File: src/rtl/calc_pkg.sv
// rtl/calc_pkg.sv - shared key codes, ALU op encoding, sequencer states and defaults for the calculator.
package calc_pkg;

    localparam int W_DEF         = 16;
    localparam int NDIG_DEF      = 4;
    localparam int TO_CYCLES_DEF = 1024;

    localparam logic [3:0] KEY_ADD = 4'hA;
    localparam logic [3:0] KEY_SUB = 4'hB;
    localparam logic [3:0] KEY_MUL = 4'hC;
    localparam logic [3:0] KEY_DIV = 4'hD;
    localparam logic [3:0] KEY_EQ  = 4'hE;
    localparam logic [3:0] KEY_CLR = 4'hF;

    localparam logic [1:0] OP_ADD = 2'b00;
    localparam logic [1:0] OP_SUB = 2'b01;
    localparam logic [1:0] OP_MUL = 2'b10;
    localparam logic [1:0] OP_DIV = 2'b11;

    typedef enum logic [2:0] {
        ENTER_A,
        ENTER_B,
        EXEC,
        WAIT,
        SHOW,
        ERR
    } state_t;

    function automatic logic is_digit(input logic [3:0] k);
        return k <= 4'd9;
    endfunction

    function automatic logic is_op(input logic [3:0] k);
        return (k >= KEY_ADD) && (k <= KEY_DIV);
    endfunction

    // A..D map onto 00..11 by subtracting 2 from the low two bits.
    function automatic logic [1:0] key_to_op(input logic [3:0] k);
        return k[1:0] - 2'b10;
    endfunction

endpackage

File: src/rtl/calc_dec_acc.sv
// rtl/calc_dec_acc.sv - decimal operand accumulator with clear/load/shift-in-digit and saturating digit count.
module calc_dec_acc
    import calc_pkg::*;
#(
    parameter int W    = W_DEF,
    parameter int NDIG = NDIG_DEF,
    parameter int CW   = $clog2(NDIG + 1)
) (
    input  logic          clk,
    input  logic          rst_n,
    input  logic          clr_i,
    input  logic          load_i,
    input  logic [W-1:0]  load_val_i,
    input  logic [CW-1:0] load_cnt_i,
    input  logic          shift_i,
    input  logic [3:0]    digit_i,
    output logic [W-1:0]  acc_o,
    output logic [CW-1:0] cnt_o,
    output logic [W-1:0]  acc_nxt_o,
    output logic [CW-1:0] cnt_nxt_o
);

    logic [W-1:0]  acc_q, acc_d;
    logic [CW-1:0] cnt_q, cnt_d;

    always_comb begin
        acc_d = acc_q;
        cnt_d = cnt_q;
        if (clr_i) begin
            acc_d = '0;
            cnt_d = '0;
        end else if (load_i) begin
            acc_d = load_val_i;
            cnt_d = load_cnt_i;
        end else if (shift_i && (cnt_q < CW'(NDIG))) begin
            // Digits past NDIG are swallowed without touching the value.
            acc_d = acc_q * W'(10) + W'(digit_i);
            cnt_d = cnt_q + CW'(1);
        end
    end

    always_ff @(posedge clk) begin
        if (!rst_n) begin
            acc_q <= '0;
            cnt_q <= '0;
        end else begin
            acc_q <= acc_d;
            cnt_q <= cnt_d;
        end
    end

    assign acc_o     = acc_q;
    assign cnt_o     = cnt_q;
    assign acc_nxt_o = acc_d;
    assign cnt_nxt_o = cnt_d;

endmodule

File: src/rtl/calc_seq_ctrl.sv
// rtl/calc_seq_ctrl.sv - keypad-to-ALU sequencer; CALC_SEQ_CTRL_TIMEOUT_EN adds an ALU watchdog in WAIT.
module calc_seq_ctrl
    import calc_pkg::*;
#(
    parameter int W         = W_DEF,
    parameter int NDIG      = NDIG_DEF,
    parameter int TO_CYCLES = TO_CYCLES_DEF
) (
    input  logic         clk,
    input  logic         rst_n,
    input  logic         key_valid,
    input  logic [3:0]   key_code,
    output logic         key_ready,
    output logic         alu_start,
    output logic [1:0]   alu_op,
    output logic [W-1:0] alu_a,
    output logic [W-1:0] alu_b,
    input  logic         alu_done,
    input  logic [W-1:0] alu_result,
    input  logic         alu_err,
    output logic [W-1:0] disp_val,
    output logic         disp_err,
    output logic         busy
);

    localparam int CW = $clog2(NDIG + 1);

    state_t         state_q, state_d;
    logic [1:0]     op_q, op_d, pend_q, pend_d, alu_op_q, alu_op_d;
    logic           chain_q, chain_d, disp_err_q, disp_err_d;
    logic [W-1:0]   disp_val_q, disp_val_d, alu_a_q, alu_a_d, alu_b_q, alu_b_d;

    logic           a_clr, a_load, a_shift, b_clr, b_shift;
    logic [W-1:0]   a_load_val, a_acc, a_nxt, b_acc, b_nxt;
    logic [CW-1:0]  a_load_cnt, a_cnt, a_cnt_nxt, b_cnt, b_cnt_nxt;
    logic           key_acc, to_hit, unused_a_cnt;

    calc_dec_acc #(.W(W), .NDIG(NDIG), .CW(CW)) u_acc_a (
        .clk        (clk),
        .rst_n      (rst_n),
        .clr_i      (a_clr),
        .load_i     (a_load),
        .load_val_i (a_load_val),
        .load_cnt_i (a_load_cnt),
        .shift_i    (a_shift),
        .digit_i    (key_code),
        .acc_o      (a_acc),
        .cnt_o      (a_cnt),
        .acc_nxt_o  (a_nxt),
        .cnt_nxt_o  (a_cnt_nxt)
    );

    calc_dec_acc #(.W(W), .NDIG(NDIG), .CW(CW)) u_acc_b (
        .clk        (clk),
        .rst_n      (rst_n),
        .clr_i      (b_clr),
        .load_i     (1'b0),
        .load_val_i ('0),
        .load_cnt_i ('0),
        .shift_i    (b_shift),
        .digit_i    (key_code),
        .acc_o      (b_acc),
        .cnt_o      (b_cnt),
        .acc_nxt_o  (b_nxt),
        .cnt_nxt_o  (b_cnt_nxt)
    );

    assign unused_a_cnt = ^{a_cnt, a_cnt_nxt};

`ifdef CALC_SEQ_CTRL_TIMEOUT_EN
    localparam int TW = $clog2(TO_CYCLES + 1);
    logic [TW-1:0] to_cnt_q;

    always_ff @(posedge clk) begin
        if (!rst_n || (state_q != WAIT)) begin
            to_cnt_q <= '0;
        end else begin
            to_cnt_q <= to_cnt_q + TW'(1);
        end
    end

    assign to_hit = (to_cnt_q == TW'(TO_CYCLES - 1));
`else
    assign to_hit = (TO_CYCLES < 0);
`endif

    assign busy      = (state_q == EXEC) || (state_q == WAIT);
    assign key_ready = !busy;
    assign key_acc   = key_valid && key_ready;
    assign alu_start = (state_q == EXEC);

    always_comb begin
        state_d    = state_q;
        op_d       = op_q;
        pend_d     = pend_q;
        chain_d    = chain_q;
        disp_err_d = disp_err_q;
        disp_val_d = disp_val_q;
        alu_a_d    = alu_a_q;
        alu_b_d    = alu_b_q;
        alu_op_d   = alu_op_q;
        a_clr      = 1'b0;
        a_load     = 1'b0;
        a_load_val = alu_result;
        a_load_cnt = CW'(NDIG);
        a_shift    = 1'b0;
        b_clr      = 1'b0;
        b_shift    = 1'b0;

        case (state_q)
            ENTER_A: if (key_acc) begin
                if (is_digit(key_code)) begin
                    a_shift = 1'b1;
                end else if (is_op(key_code)) begin
                    op_d    = key_to_op(key_code);
                    b_clr   = 1'b1;
                    state_d = ENTER_B;
                end
            end
            ENTER_B: if (key_acc) begin
                if (is_digit(key_code)) begin
                    b_shift = 1'b1;
                end else if (is_op(key_code)) begin
                    if (b_cnt == '0) begin
                        op_d = key_to_op(key_code);
                    end else begin
                        chain_d = 1'b1;
                        pend_d  = key_to_op(key_code);
                        state_d = EXEC;
                    end
                end else if (key_code == KEY_EQ) begin
                    state_d = EXEC;
                end
            end
            EXEC: state_d = WAIT;
            WAIT: if (alu_done) begin
                if (alu_err) begin
                    disp_err_d = 1'b1;
                    state_d    = ERR;
                end else begin
                    a_load = 1'b1;
                    if (chain_q) begin
                        op_d    = pend_q;
                        b_clr   = 1'b1;
                        chain_d = 1'b0;
                        state_d = ENTER_B;
                    end else begin
                        state_d = SHOW;
                    end
                end
            end else if (to_hit) begin
                disp_err_d = 1'b1;
                state_d    = ERR;
            end
            SHOW: if (key_acc) begin
                if (is_digit(key_code)) begin
                    a_load     = 1'b1;
                    a_load_val = W'(key_code);
                    a_load_cnt = CW'(1);
                    state_d    = ENTER_A;
                end else if (is_op(key_code)) begin
                    op_d    = key_to_op(key_code);
                    b_clr   = 1'b1;
                    state_d = ENTER_B;
                end else if (key_code == KEY_EQ) begin
                    state_d = EXEC;
                end
            end
            ERR: ;
            default: state_d = ENTER_A;
        endcase

        if (key_acc && (key_code == KEY_CLR)) begin
            a_clr      = 1'b1;
            b_clr      = 1'b1;
            op_d       = OP_ADD;
            pend_d     = OP_ADD;
            chain_d    = 1'b0;
            disp_err_d = 1'b0;
            state_d    = ENTER_A;
        end

        // Display tracks the operand being edited; SHOW/ERR/busy states hold.
        if (state_q == WAIT && state_d == SHOW) begin
            disp_val_d = alu_result;
        end else if (state_d == ENTER_A) begin
            disp_val_d = a_nxt;
        end else if (state_d == ENTER_B) begin
            disp_val_d = (b_cnt_nxt != '0) ? b_nxt : a_nxt;
        end

        if (state_d == EXEC && state_q != EXEC) begin
            alu_a_d  = a_acc;
            alu_b_d  = b_acc;
            alu_op_d = op_q;
        end
    end

    always_ff @(posedge clk) begin
        if (!rst_n) begin
            state_q    <= ENTER_A;
            op_q       <= OP_ADD;
            pend_q     <= OP_ADD;
            chain_q    <= 1'b0;
            disp_err_q <= 1'b0;
            disp_val_q <= '0;
            alu_a_q    <= '0;
            alu_b_q    <= '0;
            alu_op_q   <= OP_ADD;
        end else begin
            state_q    <= state_d;
            op_q       <= op_d;
            pend_q     <= pend_d;
            chain_q    <= chain_d;
            disp_err_q <= disp_err_d;
            disp_val_q <= disp_val_d;
            alu_a_q    <= alu_a_d;
            alu_b_q    <= alu_b_d;
            alu_op_q   <= alu_op_d;
        end
    end

    assign alu_a    = alu_a_q;
    assign alu_b    = alu_b_q;
    assign alu_op   = alu_op_q;
    assign disp_val = disp_val_q;
    assign disp_err = disp_err_q;

endmodule

File: config.mk
export PLATFORM = sky130hd
export DESIGN_NAME = calc_seq_ctrl
export DESIGN_NICKNAME = d
export VERILOG_FILES = /design/src/rtl/calc_pkg.sv /design/src/rtl/calc_dec_acc.sv /design/src/rtl/calc_seq_ctrl.sv
export SDC_FILE = /design/constraint.sdc
export NUM_CORES = 1
export LEC_CHECK = 0
export ABC_AREA = 0
export CORE_MARGIN = 8
export CORE_UTILIZATION = 55
export DETAILED_ROUTE_END_ITERATION = 7
export PLACE_DENSITY = 0.82
export SLEW_MARGIN = 0
export SYNTH_ARGS = -nofsm -noshare
export SYNTH_HDL_FRONTEND = slang
export SYNTH_SLANG_ARGS = --single-unit
File: constraint.sdc
create_clock -name clk -period 5.6 [get_ports clk]
set_input_delay 1.4 -clock clk [delete_from_list [all_inputs] [get_ports clk]]
set_output_delay 1.4 -clock clk [all_outputs]
set_load 0.1 [all_outputs]
==> results of run 1 <==
==> critical path, delay by kind of cell <==
family / cells / cell delay (ns)
and+or+nand+nor: 6 / 1.58
buffers and inverters: 2 / 0.87
adders and majority gates: 2 / 0.66
AOI/OAI and AO/OA: 3 / 0.39
==> metrics by stage <==
stage          instance area [µm²]  std cells  setup WS [ns]  hold WS (ns)  utilization (%)
6_report                      7550        949          0.932         0.470             66.4
4_1_cts                       7550        949           1.01         0.473             66.4
2_1_floorplan                 6390        747           1.43         0.431                -
3_3_place_gp                  7240        933          0.761         0.453             63.7
3_5_place_dp                  7240        933          0.661         0.459             63.7
5_1_grt                       7550        949          0.564         0.506             66.4
==> cells in the final DEF (no fill, tap or decap), types with 6 or more instances in the layout <==
cell and n:
nor4_1 9, clkdlybuf4s50_1 78, dfxtp_1 97, and3_1 9
o221ai_1 7, o21ai_0 28, a222oi_1 7, nand4_1 8
o21a_1 6, a211oi_1 15, xor2_1 16, a22oi_1 6
inv_1 15, nor2b_1 9, nand3_1 25, xnor2_1 19
a21oi_1 34, a31oi_1 8, nor2_1 99, o211ai_1 7
clkbuf_16 9, ha_1 55, mux2i_1 44, nand2_1 40
nand2b_1 7, nor3b_1 6, buf_4 8, nor3_1 26
a211o_1 6, a21o_1 10
==> registers in the layout (all words and copies together), names as in the netlist <==
| signal | flops |
|---|---|
| alu_a | 16 |
| state_q | 3 |
| disp_err | 1 |
| pend_q | 2 |
| u_acc_a.cnt_o | 3 |
| op_q | 2 |
| alu_op | 2 |
| u_acc_a.acc_o | 16 |
| u_acc_b.cnt_o | 3 |
| disp_val | 16 |
| alu_b | 16 |
| chain_q | 1 |
| u_acc_b.acc_o | 16 |
==> cells by family after synthesis <==
kind of cell	share of synthesized area, %
AND/OR/NAND/NOR	21.3
XOR/XNOR	5.15
flip-flops	30.4
AO/OA/AOI/OAI	20.3
adder cells (fa/ha/maj)	12.0
buffers and inverters	3.89
multiplexers	6.89
==> power by group through the flow <==
stage	registers, mW	logic, mW	clock network, mW
global route	0.739	0.394	0.685
floorplan	0.802	0.207	0
detailed placement	0.753	0.357	0
CTS	0.737	0.361	0.659
global placement	0.752	0.350	0
finish	0.738	0.368	0.651
==> routing by layer <==
| metal | GRT usage, % | wire (µm) | up-vias |
|---|---|---|---|
| met2 | 42.5 | 9200 | 247 |
| met4 | 11.2 | 520 | 0 |
| met3 | 4.13 | 1420 | 43 |
| met5 | 0 | 0 | - |
| li1 | - | - | 2890 |
| met1 | 30.2 | 7840 | 2904 |
==> worst paths after layout <==
path	from	to	slack (ns)	depth (start not counted)
setup / recovery	key_code[1]	disp_val[15]	0.93	13
hold / removal	op_q[1]	op_q[1]	0.47	2
setup reg to reg	u_acc_a.acc_o[1]	disp_val[15]	1.57	12
hold reg to reg	op_q[1]	op_q[1]	0.47	2
==> layout make-up <==
class / count / area [µm²]
Timing Repair Buffer: 86 / 841
Clock buffer: 9 / 225
Inverter: 16 / 60.1
Multi-Input combinational cell: 591 / 4220
Clock inverter: 7 / 86.3
Tap cell: 143 / 179
Fill cell: 949 / 3820
Sequential cell: 97 / 1940
==> impl_metrics.py, run 1 <==
metrics = {
    "yosys": {
        "synth.area.top_cells": "dfxtp_1 (30%), ha_1 (11%), mux2i_1 (6.9%), nor2_1 (5.9%), a21oi_1 (2.7%)",
        "ys_ff_latch": 97,
        "syn_avg_cell_area_um2": 8.56,
        "yosysMostFrequentCell": "nor2_1",
        "synthTopCellsByCount": "nor2_1 (100), dfxtp_1 (97), ha_1 (55), mux2i_1 (44), nand2_1 (40)",
        "ys.flop_type": "dfxtp_1",
        "syn-num-nets": 831,
        "synth-edff-count": 0,
        "ys_types": 73,
        "ys_warn_count": 0,
        "synthCells": 747,
        "syn_area_mm2": 0.00639,
        "yosysSeqAreaShare_pct": 30.4,
        "synth_top_area_share_pct": 30.4,
        "async_flop_share_pct": 0,
        "synth_top_cell_by_area": "dfxtp_1",
    },
    "global_route": {
        "grt_usage_pct": 24.9,
        "overflow": 0,
        "antenna_found_initial": 0,
        "grt_max_degree": 40,
        "grt_pass1_wl_um": 30300,
        "grt_pass1_vias": 5889,
    },
    "worst_setup_path": {
        "setup.worst_path.end_class": "flop",
        "cp-start-kind": "input port",
        "worstPathRequired_ns": 5.83,
        "max_stage_delay_ns": 0.81,
        "cp.arrival_ns": 4.90,
        "crit_path_cell_trace": "clkdlybuf4s50_1 -> ha_1 -> inv_1 -> fa_1 -> nor2b_1 -> o2111ai_1 -> nor3_1 -> nand4_1 -> nor4_1 -> nand3_1 -> or3b_1 -> o2111ai_1 -> o21ai_1",
        "cpMostUsedCell": "o2111ai_1",
        "cpMaxStageDelayCell": "clkdlybuf4s50_1",
        "cp_max_fo": 11,
        "worstSetupPathType": "in2reg",
    },
    "sta": {
        "fin_crit_ns": 4.67,
        "finClkSkew_ns": 0.00630,
        "rsz0062_at_grt": "false",
        "tightest_slew_ns": 0.991,
        "hold_viol_final": 0,
        "fmax_mhz": 214,
        "finalCritPeriodShare_pct": 83.4,
        "tns_ns": 0,
        "maxSlewHeadroom_pct": 33.8,
        "drv_slew": 0,
        "setup_viol": 0,
    },
    "placed_design": {
        "dpl.hpwl_um": 14300,
        "port_buffers": 78,
        "place_congestion": 0.932,
    },
    "pwr": {
        "intPower_mw": 1.20,
        "switchingPower_mw": 0.559,
        "peakVddDrop_uv": 136,
        "netSwitchingFraction_pct": 31.8,
        "clockPowerShare_pct": 37.1,
        "total_power_mw": 1.76,
        "p_comb_share_pct": 20.9,
        "p_leak_nw": 3.21,
        "seq_power_share_pct": 42.0,
        "power_density_mw_per_mm2": 233,
    },
    "floorplanning": {
        "die_x_um": 124,
        "chipHeight_um": 124,
        "dieArea_mm2": 0.0153,
        "ios": 79,
        "start_util_pct": 56.2,
        "rows": 39,
        "core_mm2": 0.0114,
    },
    "clock_tree": {
        "clk_pin_slew_ns": 0.07,
        "clk_latency_ns": 0.35,
        "cts_buffer_depth": 2,
        "post-cts-setup-buffers": 0,
        "ctsHoldBuffers": 0,
        "cts_tree": "done",
        "cts-resized-gates": 0,
        "cts_buffers": 9,
        "htreeDepth": 3,
        "clock-root-buffer": "clkbuf_16",
        "clock-sinks": 97,
    },
    "route": {
        "avgViaCountPerCell": 6.41,
        "wire_per_inst_um": 20.0,
        "finalWirelength_um": 19000,
        "drc_errors": 0,
        "drt_iter0_markers": 477,
        "via_count": 6084,
        "detail-route-antenna-nets": 0,
        "firstDrtPassIters": 6,
    },
    "min_path": {
        "min_path_type": "reg2reg",
    },
    "outcome": {
        "status": "complete, no violations",
    },
    "run": {
        "max_cap_viol_count": 0,
    },
    "layout": {
        "drive_above_1_share_pct": 5.58,
        "area_growth_pct": 18.1,
        "n_antenna_cell": 0,
        "nets": 885,
    },
}
Note: power is estimated with default switching activity, not from simulation.
==> inputs of run 2 (changes only) <==
- CORE_UTILIZATION: 55 -> 51
- PLACE_DENSITY: 0.82 -> 0.8
- clock period: 5.6 -> 3.96 ns (I/O delays scaled with it)
==> run 2 against run 1 <==
Effect of this change: routed wire length grew 1.6%; via count increased by 1.9%; non-clock buffer count grew 28.
==> impl_metrics.py, run 2 (synthesis results as in run 1) <==
metrics = {
    "floorplanning": {
        "dieArea_mm2": 0.0164,
        "core_mm2": 0.0124,
        "die_x_um": 128,
        "ios": 79,
        "rows": 41,
        "chipHeight_um": 128,
        "start_util_pct": 51.5,
    },
    "global_route": {
        "grt_usage_pct": 24.1,
        "grt_pass1_wl_um": 31500,
        "antenna_found_initial": 0,
        "grt_pass1_vias": 6135,
        "met1_usage_pct": 30.1,
        "met2_usage_pct": 39.9,
        "grt_busiest_layer": "met2",
        "overflow": 0,
        "use_met3_pct": 4.53,
        "grt_max_degree": 38,
    },
    "layout": {
        "n_antenna_cell": 0,
        "final_common_cell": "nor2_1",
        "area_growth_pct": 22.4,
        "drive_above_1_share_pct": 9.36,
        "final_cell_mix": "nor2_1 (99), dfxtp_1 (97), clkdlybuf4s50_1 (75), ha_1 (55), mux2i_1 (44)",
        "nets": 913,
        "final_area_mm2": 0.00783,
    },
    "sta": {
        "rsz0062_at_grt": "false",
        "tightest_slew_ns": 0.995,
        "hold_viol_final": 0,
        "tns_ns": 0,
        "drv_slew": 0,
        "whs_ns": 0.466,
        "fmax_mhz": 271,
        "setup_viol": 0,
        "finClkSkew_ns": 0.00766,
        "fin_crit_ns": 3.69,
        "maxSlewHeadroom_pct": 33.4,
        "finalCritPeriodShare_pct": 93.3,
    },
    "worst_setup_path": {
        "cpMaxStageDelayCell": "a222oi_1",
        "cp.arrival_ns": 3.93,
        "cp_max_fo": 6,
        "worstPathRequired_ns": 4.20,
        "max_stage_delay_ns": 0.49,
        "cp-start-kind": "flop",
        "setup.worst_path.end_class": "flop",
        "worstSetupPathType": "reg2reg",
        "crit_path_cell_trace": "ha_1 -> ha_1 -> fa_1 -> a211oi_2 -> nor2_1 -> nor4_4 -> nand4_1 -> nor2_1 -> xnor2_1 -> a222oi_1 -> o221a_2 -> nor3_1",
    },
    "run": {
        "max_cap_viol_count": 0,
    },
    "route": {
        "via_count": 6202,
        "finalWirelength_um": 19300,
        "drc_errors": 0,
        "avgViaCountPerCell": 6.17,
        "detail-route-antenna-nets": 0,
        "drt_iter0_markers": 568,
        "wire_per_inst_um": 19.2,
        "firstDrtPassIters": 5,
    },
    "placed_design": {
        "placed_area_mm2": 0.00751,
        "place_congestion": 0.907,
        "dpl.hpwl_um": 14900,
        "port_buffers": 78,
    },
    "clock_tree": {
        "cts_buffers": 9,
        "htreeDepth": 3,
        "post-cts-setup-buffers": 0,
        "clk_latency_ns": 0.35,
        "cts_tree": "done",
        "clock-sinks": 97,
        "ctsHoldBuffers": 0,
        "clk_pin_slew_ns": 0.07,
        "clock-root-buffer": "clkbuf_16",
        "cts_buffer_depth": 2,
    },
    "min_path": {
        "min_path_type": "reg2reg",
    },
    "pwr": {
        "peakVddDrop_uv": 218,
        "power_density_mw_per_mm2": 317,
        "total_power_mw": 2.48,
        "p_leak_nw": 3.35,
    },
    "outcome": {
        "status": "complete, no violations",
    },
}
==> run 2: worst paths after layout <==
| check | from | to | slack, ns | depth (start not counted) |
|---|---|---|---|---|
| min reg2reg | op_q[1] | op_q[1] | 0.47 | 2 |
| max | u_acc_a.acc_o[3] | disp_val[12] | 0.27 | 12 |
| max reg2reg | u_acc_a.acc_o[3] | disp_val[12] | 0.27 | 12 |
| min | op_q[1] | op_q[1] | 0.47 | 2 |
==> run 2: metrics by stage <==
step	worst slack (ns)	utilization, %	cells
3_3_place_gp	0.0393	60.5	990
4_1_cts	0.266	62.9	1005
2_1_floorplan	0.197	-	747
5_1_grt	0.0516	63.0	1005
3_5_place_dp	-0.0526	60.5	990
6_report	0.267	63.0	1005
==> run 2: layout make-up <==
type                       count  area [µm²]
clock inverter                 4        52.6
tap                          172         215
fill                        1098        4590
multi-input combinational    591        4230
sequential                    97        1940
timing repair buffer         114        1070
clock buffer                  11         253
inverter                      16        60.1
==> run 2: power breakdown <==
group / internal [mW] / switching [mW] / total (mW)
Clock: 0.521 / 0.386 / 0.906
Sequential: 1.01 / 0.0333 / 1.04
Combinational: 0.198 / 0.341 / 0.539
==> run 2: metal layers <==
| metal | up-vias | share of wire, % |
|---|---|---|
| li1 | 2941 | - |
| met1 | 2983 | 43 |
| met2 | 240 | 47 |
| met3 | 38 | 7.4 |
| met4 | 0 | 3.0 |
| met5 | - | 0 |
==> run 2: repair_timing <==
item / 4_1_cts / 5_1_grt
setup endpoints to repair: 0 / 3
resized for setup: 0 / 2
hold endpoints to repair: 0 / 0
==> run 2: critical path, delay by kind of cell (launching register included) <==
kind                     cells  cell delay (ns)
adder cells (fa/ha/maj)      3             0.97
AO/OA/AOI/OAI                3             1.13
AND/OR/NAND/NOR              5             1.06
XOR/XNOR                     1             0.08
flip-flops                   1             0.33
